`src/rtl/hazard_ctrl.sv`:
```
// hazard_ctrl: pipeline hazard unit for a 5-stage in-order core.
// Provides EX-stage operand forwarding, load-use bubble insertion,
// branch flushes and a full-pipeline freeze on data memory busy.
// Optional macro HAZARD_PERF_CNT_EN adds stall/flush performance counters;
// without it the counter ports are tied to zero.
module hazard_ctrl #(
   parameter int REG_AW            = 5,
   parameter int LOAD_STALL_CYCLES = 1,
   parameter int CNT_W             = 32
) (
   input  logic              clk,
   input  logic              rst,
   input  logic [REG_AW-1:0] rs1_d,
   input  logic [REG_AW-1:0] rs2_d,
   input  logic [REG_AW-1:0] rs1_e,
   input  logic [REG_AW-1:0] rs2_e,
   input  logic [REG_AW-1:0] rd_e,
   input  logic [REG_AW-1:0] rd_m,
   input  logic [REG_AW-1:0] rd_w,
   input  logic              reg_write_m,
   input  logic              reg_write_w,
   input  logic              mem_read_e,
   input  logic              pc_src_e,
   input  logic              mem_busy,
   output logic [1:0]        forward_a_e,
   output logic [1:0]        forward_b_e,
   output logic              stall_f,
   output logic              stall_d,
   output logic              stall_e,
   output logic              stall_m,
   output logic              flush_d,
   output logic              flush_e,
   output logic [CNT_W-1:0]  stall_cnt,
   output logic [CNT_W-1:0]  flush_cnt
);

   typedef enum logic {
      IDLE     = 1'b0,
      LD_STALL = 1'b1
   } state_t;

   localparam logic [2:0] LD_INIT = 3'(LOAD_STALL_CYCLES - 1);

   state_t     state;
   logic [2:0] ld_cnt;
   logic       load_use;

   // Load in Execute whose destination feeds the instruction in Decode.
   assign load_use = mem_read_e && (rd_e != '0) &&
                     ((rd_e == rs1_d) || (rd_e == rs2_d));

   // Operand forwarding: Memory result wins over Writeback, x0 never forwards.
   always_comb begin
      // NOTE: every output of a combinational block gets a default first so no latch is inferred.
      forward_a_e = 2'b00;
      forward_b_e = 2'b00;
      if (!rst) begin
         if (reg_write_m && (rd_m != '0) && (rd_m == rs1_e))
            forward_a_e = 2'b10;
         else if (reg_write_w && (rd_w != '0) && (rd_w == rs1_e))
            forward_a_e = 2'b01;
         if (reg_write_m && (rd_m != '0) && (rd_m == rs2_e))
            forward_b_e = 2'b10;
         else if (reg_write_w && (rd_w != '0) && (rd_w == rs2_e))
            forward_b_e = 2'b01;
      end
   end

   // Stall/flush decode in priority order: reset, freeze, branch, bubbles.
   always_comb begin
      stall_f = 1'b0;
      stall_d = 1'b0;
      stall_e = 1'b0;
      stall_m = 1'b0;
      flush_d = 1'b0;
      flush_e = 1'b0;
      if (rst) begin
         // everything already low
      end else if (mem_busy) begin
         stall_f = 1'b1;
         stall_d = 1'b1;
         stall_e = 1'b1;
         stall_m = 1'b1;
      end else if (pc_src_e) begin
         flush_d = 1'b1;
         flush_e = 1'b1;
      end else if ((state == LD_STALL) || load_use) begin
         stall_f = 1'b1;
         stall_d = 1'b1;
         flush_e = 1'b1;
      end
   end

   // Bubble FSM: counts remaining load-use bubbles; freezes under mem_busy.
   always_ff @(posedge clk) begin
      // NOTE: registered state uses non-blocking assignments so every flop samples pre-edge values.
      if (rst) begin
         state  <= IDLE;
         ld_cnt <= 3'd0;
      end else if (mem_busy) begin
         state  <= state;
         ld_cnt <= ld_cnt;
      end else if (pc_src_e) begin
         state  <= IDLE;
         ld_cnt <= 3'd0;
      end else if (state == LD_STALL) begin
         if (ld_cnt == 3'd1) begin
            state  <= IDLE;
            ld_cnt <= 3'd0;
         end else begin
            ld_cnt <= ld_cnt - 3'd1;
         end
      end else if (load_use && (LOAD_STALL_CYCLES > 1)) begin
         state  <= LD_STALL;
         ld_cnt <= LD_INIT;
      end
   end

`ifdef HAZARD_PERF_CNT_EN
   // Performance counters: fetch-stall cycles and decode-flush cycles, wrapping.
   always_ff @(posedge clk) begin
      if (rst) begin
         stall_cnt <= '0;
         flush_cnt <= '0;
      end else begin
         if (stall_f) stall_cnt <= stall_cnt + CNT_W'(1);
         if (flush_d) flush_cnt <= flush_cnt + CNT_W'(1);
      end
   end
`else
   assign stall_cnt = '0;
   assign flush_cnt = '0;
`endif

endmodule

```
`config.mk`:
```
export PLATFORM = sky130hd
export DESIGN_NAME = hazard_ctrl
export DESIGN_NICKNAME = d
export VERILOG_FILES = /design/src/rtl/hazard_ctrl.sv
export SDC_FILE = /design/constraint.sdc
export NUM_CORES = 1
export LEC_CHECK = 0
export CORE_UTILIZATION = 31
export CTS_BUF_LIST = sky130_fd_sc_hd__clkbuf_8
export CTS_CLUSTER_DIAMETER = 120
export DETAILED_ROUTE_END_ITERATION = 7
export PLACE_DENSITY = 0.94
export SYNTH_ARGS = -nofsm -noshare
export SYNTH_HDL_FRONTEND = slang
export SYNTH_SLANG_ARGS = --single-unit
```
`constraint.sdc`:
```
create_clock -name clk -period 3.12 [get_ports clk]
set_clock_uncertainty 0.2 [all_clocks]
set_input_delay 0.78 -clock clk [delete_from_list [all_inputs] [get_ports clk]]
set_output_delay 0.78 -clock clk [all_outputs]
set_load 0.02 [all_outputs]
```
* Yosys cells after proc, flatten, opt, wreduce, memory -nomap -nowiden
Index checks and enable logic that the tools add are counted.
** Operators by class
- Reductions and logical operators :: 15
- Bitwise logic cells :: 1
- Equal/unequal tests :: 7
- Add/subtract/negate cells :: 1
- Multiplexer cells :: 24
** Operator list (count)
- $eq A5 B5 Y1 :: 6
- $mux W1 :: 17
- $reduce_bool A5 Y1 :: 3
- $mux W3 :: 3
- $logic_and A1 B1 Y1 :: 8
- $mux W2 :: 4
- $eq A3 B1 Y1 const B :: 1
- $sub A3 B1 Y3 const B :: 1
- $logic_or A1 B1 Y1 :: 2
- $reduce_and A2 Y1 :: 1
- $reduce_bool A2 Y1 :: 1
- $not A1 Y1 :: 1
** Word-level totals
- Register bits after elaboration :: 4
- Logic and storage cells :: 50

* Depth between registers and ports, before layout
Gate-level depths: netlist (run 1).
- Word-level depth :: 8
- Mapped depth :: 6

* Worst setup path after synthesis (run 1)
No wires, ideal clock.
- Kind :: in2out
- From :: input rd_e[3]
- To :: output stall_f
- Data required time :: 2140 ps
- Data arrival time :: 2357 ps
- Cell stages on the path :: 5
- Slack :: -217 ps
- Cells stage by stage :: xor2_1 nor3_1 a22oi_1 o41ai_1 buf_4
** On the way
- Cells in the longest elaborated chain, start to end :: 8
- Elaborated cells between the ends (all ways) :: 11
- Classes of those cells :: eq/ne (2); mux (4); reduce/logical (5)
** RTL lines
- start: declaration :: RTL line 17 : input logic [REG_AW-1:0] rd_e,
- $eq A5 B5 Y1 / $reduce_bool A5 Y1 (equally long branches) :: RTL line 50, 49
- $logic_or A1 B1 Y1 / $logic_and A1 B1 Y1 (equally long branches) :: RTL line 50, 49
- $logic_and A1 B1 Y1 (*) :: RTL line 49 : assign load_use = mem_read_e && (rd_e != '0) &&
- $logic_or A1 B1 Y1 (*) :: RTL line 87 : end else if ((state == LD_STALL) || load_use) begin
- $mux W1 (*) (4 in a row)
- end: declaration :: RTL line 27 : output logic stall_f,
Mark *: on every way between the ends. The rest lies on a longest branch, timed or not.

* Final worst setup path (run 1)
- From :: input rd_m[4]
- To :: output forward_a_e[0]
** On the way
- Cells in the longest elaborated chain, start to end :: 5
- Elaborated cells between the ends (all ways) :: 6
- Classes of those cells :: eq/ne (1); mux (2); reduce/logical (3)
** RTL lines
- start: declaration :: RTL line 18 : input logic [REG_AW-1:0] rd_m,
- $reduce_bool A5 Y1 :: RTL line 58 : if (reg_write_m && (rd_m != '0) && (rd_m == rs1_e))
- $logic_and A1 B1 Y1 :: RTL line 58
- $logic_and A1 B1 Y1 (*) :: RTL line 58
- $mux W2 (*) :: RTL line 58
- $mux W2 (*) :: RTL line 57 : if (!rst) begin
- end: declaration :: RTL line 25 : output logic [1:0] forward_a_e,
Marks and branches as above.

==> impl_summary.txt, run 1 <==
----------------------------------------------------
[Status]
  Result of the run ... finished clean

[Setup path]
  Critical Path End Type ... output port
  Crit-path cells ... buf_6 -> or4_4 -> o21ai_4 -> nor3_2 -> nor4_2 -> buf_4
  Setup crit start kind ... input port
  Crit-path max FO ... 3
  Crit path arrival time ... about 2.1 ns
  Longest individual stage delay on the worst path ... 0.53 ns
  Total number of cells along the worst setup path ... 6
  Cell type of the slowest stage on the worst timing path ... sky130_fd_sc_hd__or4_4
  Data required time of the worst path ... roughly 2.1 ns
  Kind of cell adding the most delay to the critical path ... simple AND/OR/NAND/NOR gates
  Buf/Inv on CP ... 2
  Number of cell instances on the worst register-to-register path ... 6
  FF-to-FF setup slack ... approximately 1.8 ns
  Type of the worst setup path ... in -> out

[STA]
  Max-slew violation count ... 0
  Final hold viol count ... 0
  Post-layout minimum cycle time ... about 3.1 ns
  Period utilisation layout ... 98.2%
  Peak Freq ... approximately 0.33 GHz
  Post-layout worst setup margin ... ~0.056 ns
  Setup repair after global routing missed its margin ... true
  Post-route setup TNS ... 0 ns
  Number of setup violations in the final report ... 0

[Global routing]
  GRT met2 Usage ... about 28%
  Congestion Overflow GR ... 0
  Global-route wire length before repair ... 4.02 mm
  Most heavily used metal layer in global routing ... met2
  Antenna violations before repair ... 0
  Via count of the first global-routing pass ... 981
  Met1 GRT Util ... roughly a tenth
  Global-route total usage across every layer ... 12.9%
  Largest net degree at the start of global routing ... 13
  Fraction of met3 tracks used by global routing ... between 2 and 2.5%

[Synthesis]
  Mapped cell area ... between 1000 and 1500 um^2
  Total of flip-flops plus latches after synthesis ... 4
  Synthesized instance count ... between 150 and 200
  Number of unique standard cell types used by synthesis ... 26
  Sequential-to-total area share from yosys stat ... 6.84%
  Post-synthesis average cell area ... about 7.5 um^2
  Warnings, synthesis ... 0

[Clocking]
  CTS H-Tree Depth ... 1
  Clock Sinks ... 4
  Post-CTS clock slew at the launch and capture registers of the worst setup and hold paths ... approximately 0.030 ns
  Root buffer cell ... sky130_fd_sc_hd__clkbuf_8
  Clk_lat worst skew ... between 0.2 and 0.25 ns
  Clock tree from TritonCTS ... done
  Number of buffers created by CTS ... 3
  Maximum number of buffers from clock root to sink ... 2

[Layout]
  Ant. Diodes ... 0
  Summed area of non-filler cells in the final layout ... ~1700 um^2
  Proportion of layout cells with a drive suffix above 1 ... 27.2%
  Nets@finish ... between 200 and 300
  Number of fillers in the final layout ... 374
  Area growth, synth to finish ... 47.8%

[Detailed routing]
  Initial drt markers ... 49
  Average wire per standard cell ... 10.1 um
  Wire length after detailed routing ... 2.80 mm
  Vias ... between 1000 and 1500
  Remaining design rule violation count ... 0
  Number of iterations in the first detailed-routing pass ... 4
  Via/cell ratio ... roughly 4.0
  Final ANT Viol Nets ... 0

[Power and ir drop]
  Power density cells ... about 220 nW/um^2
  Leakage power ... a little under 0.9 nW
  Overall power after layout ... ~0.39 mW
  IR Drop Worst-Case VDD ... 0.0000744 V

[Run]
  Max_cap viols ... 0

[Placed design]
  Worst slack at placement ... -0.811 ns
  Detailed-placement wirelength estimate ... 2.36 mm
  Cell Area, Placed ... about 1700 um^2
  Number of buffers added on ports ... between 50 and 60
  RD Place Congestion ... roughly 0.81

[Floorplan]
  Die width ... 63.5 um
  Height of the die ... 63.5 um
  Die area ... slightly above 4000 um^2
  Initial Util ... ~34%
  Std-Cell Core Area ... ~3500 um^2
  FP Rows ... 21
  Number of ports placed on the die boundary ... between 100 and 150

[Min path]
  Worst hold path cell count ... 2
  Path type of the worst min-delay path ... reg -> reg

----------------------------------------------------
==> cells by family (layout without fill, tap and decap cells) <==
family,count (synthesis),in the layout,share of synthesized area [%]
AO/OA/AOI/OAI,13,13,6.73
AND/OR/NAND/NOR,36,36,17.9
other,1,64,0.320
adder cells (fa/ha/maj),2,2,2.14
flip-flops,4,4,6.84
buffers and inverters,70,83,43.6
XOR/XNOR,30,30,22.4
==> per-stage QoR <==
step	utilization, %	std cells	hold WS [ns]
2_1_floorplan	-	219	0.250
3_3_place_gp	48.3	274	0.266
3_5_place_dp	48.3	274	0.284
4_1_cts	49.2	277	0.288
5_1_grt	49.9	278	0.330
6_report	49.9	278	0.286
==> registers in the layout, summed over array words and instances (netlist names) <==
| name | count |
|---|---|
| ld_cnt | 3 |
| state | 1 |
==> synth_stat cells (all sizes together) <==
cell type	number	area, um^2
o21ai	6	33.8
nand2	2	7.51
nand4	1	6.26
o41ai	1	8.76
o32ai	1	8.76
ha	2	25.0
dfxtp	4	80.1
nor2b	3	18.8
or3	1	6.26
inv	2	7.51
a22oi	1	7.51
nand3	4	20.0
conb	1	3.75
buf	66	495
a21oi	4	20.0
xor2	20	175
nor3b	3	22.5
xnor2	10	87.6
nor4	4	37.5
nor3	4	20.0
clkbuf	2	7.51
nor2	9	33.8
or4	5	37.5
==> path summary, 6_finish.rpt <==
kind                  start             end
setup / recovery    rd_m[4]  forward_a_e[0]
hold / removal    ld_cnt[1]       ld_cnt[1]
setup reg to reg  ld_cnt[1]           state
hold reg to reg   ld_cnt[1]       ld_cnt[1]
==> timing repair <==
action | CTS | global route
gates resized for setup | 105 | 23
pin swaps | 13 | 13
setup endpoints to repair | 10 | 6
buffers inserted | 0 | 2
hold buffers | 0 | 0
==> layer usage <==
layer	vias to the layer above	share of wire [%]
met4	0	1.9
met5	-	0
met2	59	62
met1	502	31
met3	4	5.5
li1	539	-
==> power by group <==
part           switching, mW  total [mW]  internal (mW)
Clock                 0.0285       0.111         0.0824
Combinational          0.135       0.225         0.0894
Sequential                 0      0.0515         0.0515
Total                  0.164       0.387          0.223
==> cell type report <==
cell class	instances	area (um^2)	share of cell area [%]
Tap cell	46	57.6	3.33
Clock buffer	3	41.3	2.39
Timing Repair Buffer	78	657	38.0
Inverter	2	7.51	0.434
Multi-Input combinational cell	145	887	51.3
Sequential cell	4	80.1	4.63
==> worst min-delay path, stage by stage, from the launching register on <==
cell and delay, ns:
sky130_fd_sc_hd__dfxtp_1 0.30, sky130_fd_sc_hd__o21ai_0 0.07, sky130_fd_sc_hd__a21oi_1 0.06
==> placed cells by master, fill, tap and decap left out, types with 3 or more instances in the layout <==
master / count
sky130_fd_sc_hd__conb_1: 64
sky130_fd_sc_hd__buf_4: 30
sky130_fd_sc_hd__xor2_1: 20
sky130_fd_sc_hd__dlygate4sd2_1: 13
sky130_fd_sc_hd__xnor2_1: 10
sky130_fd_sc_hd__nor2_1: 9
sky130_fd_sc_hd__clkdlybuf4s50_1: 8
sky130_fd_sc_hd__clkdlybuf4s15_1: 8
sky130_fd_sc_hd__buf_2: 6
sky130_fd_sc_hd__dlymetal6s2s_1: 5
sky130_fd_sc_hd__or4_4: 4
sky130_fd_sc_hd__nand3_1: 4
sky130_fd_sc_hd__nor3_2: 4
sky130_fd_sc_hd__a21oi_1: 4
sky130_fd_sc_hd__clkbuf_2: 4
sky130_fd_sc_hd__buf_6: 4
sky130_fd_sc_hd__dfxtp_1: 4
sky130_fd_sc_hd__nor3b_1: 3
sky130_fd_sc_hd__o21ai_0: 3
sky130_fd_sc_hd__clkbuf_8: 3
Power figures use the tool's default switching activity.
==> run 2: changes to the inputs <==
==> config.mk (replaced) <==
export PLATFORM = sky130hd
export DESIGN_NAME = hazard_ctrl
export DESIGN_NICKNAME = d
export VERILOG_FILES = /design/src/rtl/hazard_ctrl.sv
export SDC_FILE = /design/constraint.sdc
export NUM_CORES = 1
export LEC_CHECK = 0
export CORE_UTILIZATION = 30
export CTS_CLUSTER_DIAMETER = 120
export DETAILED_ROUTE_END_ITERATION = 7
export PLACE_DENSITY = 0.92
export SLEW_MARGIN = 20
export SYNTH_ARGS = -nofsm -noshare
export SYNTH_HDL_FRONTEND = slang
export SYNTH_SLANG_ARGS = --single-unit
==> run 2 against run 1 <==
  * Utilization decreased by 2.1 points
  * Clock-buffer cell count unchanged
  * Sequential cell count unchanged
  * First-iteration DRC count decreased by 12%
  * Clock power decreased by 6%
  * Critical path depth increased by 1
  * Sequential power about the same
  * Final area increased by 2.6%
  * Cell count increased by 1.4%
  * Die area increased by 3.2%
  * Largest power group unchanged
==> impl_summary.txt, run 2 (synthesis gave the netlist of run 1 again) <==
----------------------------------------------------
[STA]
  Post-layout minimum cycle time ... 3.11 ns (+0.0455 ns)
  Period utilisation layout ... 99.7% (+1.5 points)
  Smallest hold slack ... 0.280 ns (-0.00606 ns)
  Final hold viol count ... 0 (unchanged)
  Post-route setup TNS ... 0 ns (unchanged)
  Max-slew violation count ... 0 (unchanged)
  Peak Freq ... 0.322 GHz (-1.5%)
  Number of setup violations in the final report ... 0 (unchanged)
  Setup repair after global routing missed its margin ... true
  Post-layout worst setup margin ... 0.0101 ns (-0.0455 ns)

[Layout]
  Top register by number of flip-flops ... ld_cnt
  Register area ... 80.1 um^2 (unchanged)
  Proportion of layout cells with a drive suffix above 1 ... 30.8% (+3.6 points)
  Most common cell after layout, fill and taps aside ... sky130_fd_sc_hd__conb_1
  Final cell count without fillers ... 282 (+1.4%)
  Area growth, synth to finish ... 51.6%
  Summed area of non-filler cells in the final layout ... 1780 um^2 (+2.6%)
  Nets@finish ... 280 (+0.72%)
  Most used cells in the layout excluding fill and tap cells ... sky130_fd_sc_hd__conb_1 (64), sky130_fd_sc_hd__buf_4 (31), sky130_fd_sc_hd__xor2_1 (18)
  Registers with the highest flip-flop counts ... ld_cnt: 3 flops, state: 1 flops
  Ant. Diodes ... 0 (unchanged)
  Number of fillers in the final layout ... 398 (+6.4%)
  Max FFs per register ... 3 (unchanged)
  Area of combinational cells with multiple inputs ... 922 um^2 (+3.9%)

[Clocking]
  Post-CTS clock slew at the launch and capture registers of the worst setup and hold paths ... 0.03 ns (about the same)
  Maximum number of buffers from clock root to sink ... 2 (unchanged)
  Clock Sinks ... 4 (unchanged)
  CTS H-Tree Depth ... 1 (unchanged)
  Number of buffers created by CTS ... 3 (unchanged)
  Clock tree from TritonCTS ... done
  Clk_lat worst skew ... 0.21 ns (about the same)
  Hold-fix buffers, CTS ... 0 (unchanged)
  Root buffer cell ... sky130_fd_sc_hd__clkbuf_8

[Detailed routing]
  Highest metal layer with signal wires ... met4
  Vias ... 1098 (-0.54%)
  Wire length after detailed routing ... 2.77 mm (-1.1%)
  Average wire per standard cell ... 9.82 um (-2.5%)
  Routed met2 length ... 1.59 mm (-7.7%)
  WL met3 ... 167 um (+7.7%)
  Remaining design rule violation count ... 0 (unchanged)
  Via/cell ratio ... 3.89 (-2.0%)
  Number of iterations in the first detailed-routing pass ... 4 (unchanged)
  Initial drt markers ... 43 (-12%)
  Final ANT Viol Nets ... 0 (unchanged)
  Met1 layer wirelength in the final routing ... 936 um (+7.8%)

[Global routing]
  Antenna violations before repair ... 0 (unchanged)
  Via count of the first global-routing pass ... 1023 (+4.3%)
  Congestion Overflow GR ... 0 (unchanged)
  Largest net degree at the start of global routing ... 13 (unchanged)
  Global-route wire length before repair ... 4.11 mm (+2.2%)
  Global-route total usage across every layer ... 12.6% (-0.26 points)

[Min path]
  Path type of the worst min-delay path ... reg -> reg

[Setup path]
  Type of the worst setup path ... in -> out
  Crit path arrival time ... 2.13 ns (+0.05 ns)
  Crit-path max FO ... 2 (-1)
  Critical Path End Type ... output port
  Setup crit start kind ... input port
  Data required time of the worst path ... 2.14 ns (about the same)
  FF-to-FF setup slack ... 1.82 ns (about the same)

[Placed design]
  RD Place Congestion ... 0.815 (+1.1%)
  Placed instance count ... 278 (+1.5%)
  Number of buffers added on ports ... 51 (unchanged)
  Worst slack at placement ... -0.803 ns (+0.00782 ns)
  Detailed-placement wirelength estimate ... 2.35 mm (-0.42%)
  Cell Area, Placed ... 1690 um^2 (+1.0%)

[Power and ir drop]
  Leakage power ... 0.915 nW (+3.8%)
  Power density cells ... 217 nW/um^2 (-3.0%)
  IR Drop Worst-Case VDD ... 0.0000812 V (+9.2%)

[Floorplan]
  Die width ... 64.5 um (+1.6%)
  Initial Util ... 31.5% (-2.3 points)
  Std-Cell Core Area ... 3720 um^2 (+7.1%)
  Height of the die ... 64.5 um (+1.6%)
  FP Rows ... 22 (+4.8%)
  Die area ... 4160 um^2 (+3.2%)
  Number of ports placed on the die boundary ... 116 (unchanged)

[Status]
  Result of the run ... finished clean

[Run]
  Max_cap viols ... 0 (unchanged)

----------------------------------------------------
run 2: through the flow:
stage	utilization (%)	power (mW)
final	47.8	0.385
after floorplan	-	0.235
after global placement	45.6	0.276
after CTS	47.7	0.387
after global routing	47.8	0.407
after detailed placement	45.6	0.280
run 2: worst paths after layout:
check,from,endpoint,cells after the start
worst max-delay path,rd_m[1],forward_a_e[0],7
worst min-delay path,ld_cnt[1],ld_cnt[1],2
worst max register to register,ld_cnt[1],state,6
worst min register to register,ld_cnt[1],ld_cnt[1],2
run 2: what timing repair did:
item                                    CTS  global route
endpoints found under the setup margin   10             5
buffers inserted                          1             1
pin swaps                                12            12
gates resized for setup                 104            30
run 2: area by class of cell:
| cell class | instances | share of cell area [%] |
|---|---|---|
| sequential | 4 | 4.51 |
| multi-input combinational | 145 | 51.9 |
| inverter | 2 | 0.423 |
| clock buffer | 3 | 2.33 |
| timing repair buffer | 80 | 37.4 |
| tap | 48 | 3.38 |
run 2: worst max-delay path, stage by stage:
cell and delay (ns):
sky130_fd_sc_hd__clkbuf_2 0.09, sky130_fd_sc_hd__or4_4 0.54, sky130_fd_sc_hd__o21ai_4 0.15, sky130_fd_sc_hd__buf_6 0.11
sky130_fd_sc_hd__nor3_2 0.04, sky130_fd_sc_hd__nor4_2 0.25, sky130_fd_sc_hd__buf_4 0.18
run 2: per-layer routing:
metal  up-vias  GRT usage, %
met3         6         0.880
met1       484          11.5
met4         0          7.22
met5         -             0
met2        66          26.4
li1        542             -
run 2: where the power goes:
part           total (mW)  switching, mW  leakage, nW  internal (mW)
registers          0.0516              0       0.0322         0.0516
logic               0.230          0.139        0.862         0.0907
clock network       0.104         0.0222       0.0216         0.0818
total               0.385          0.161        0.915          0.224
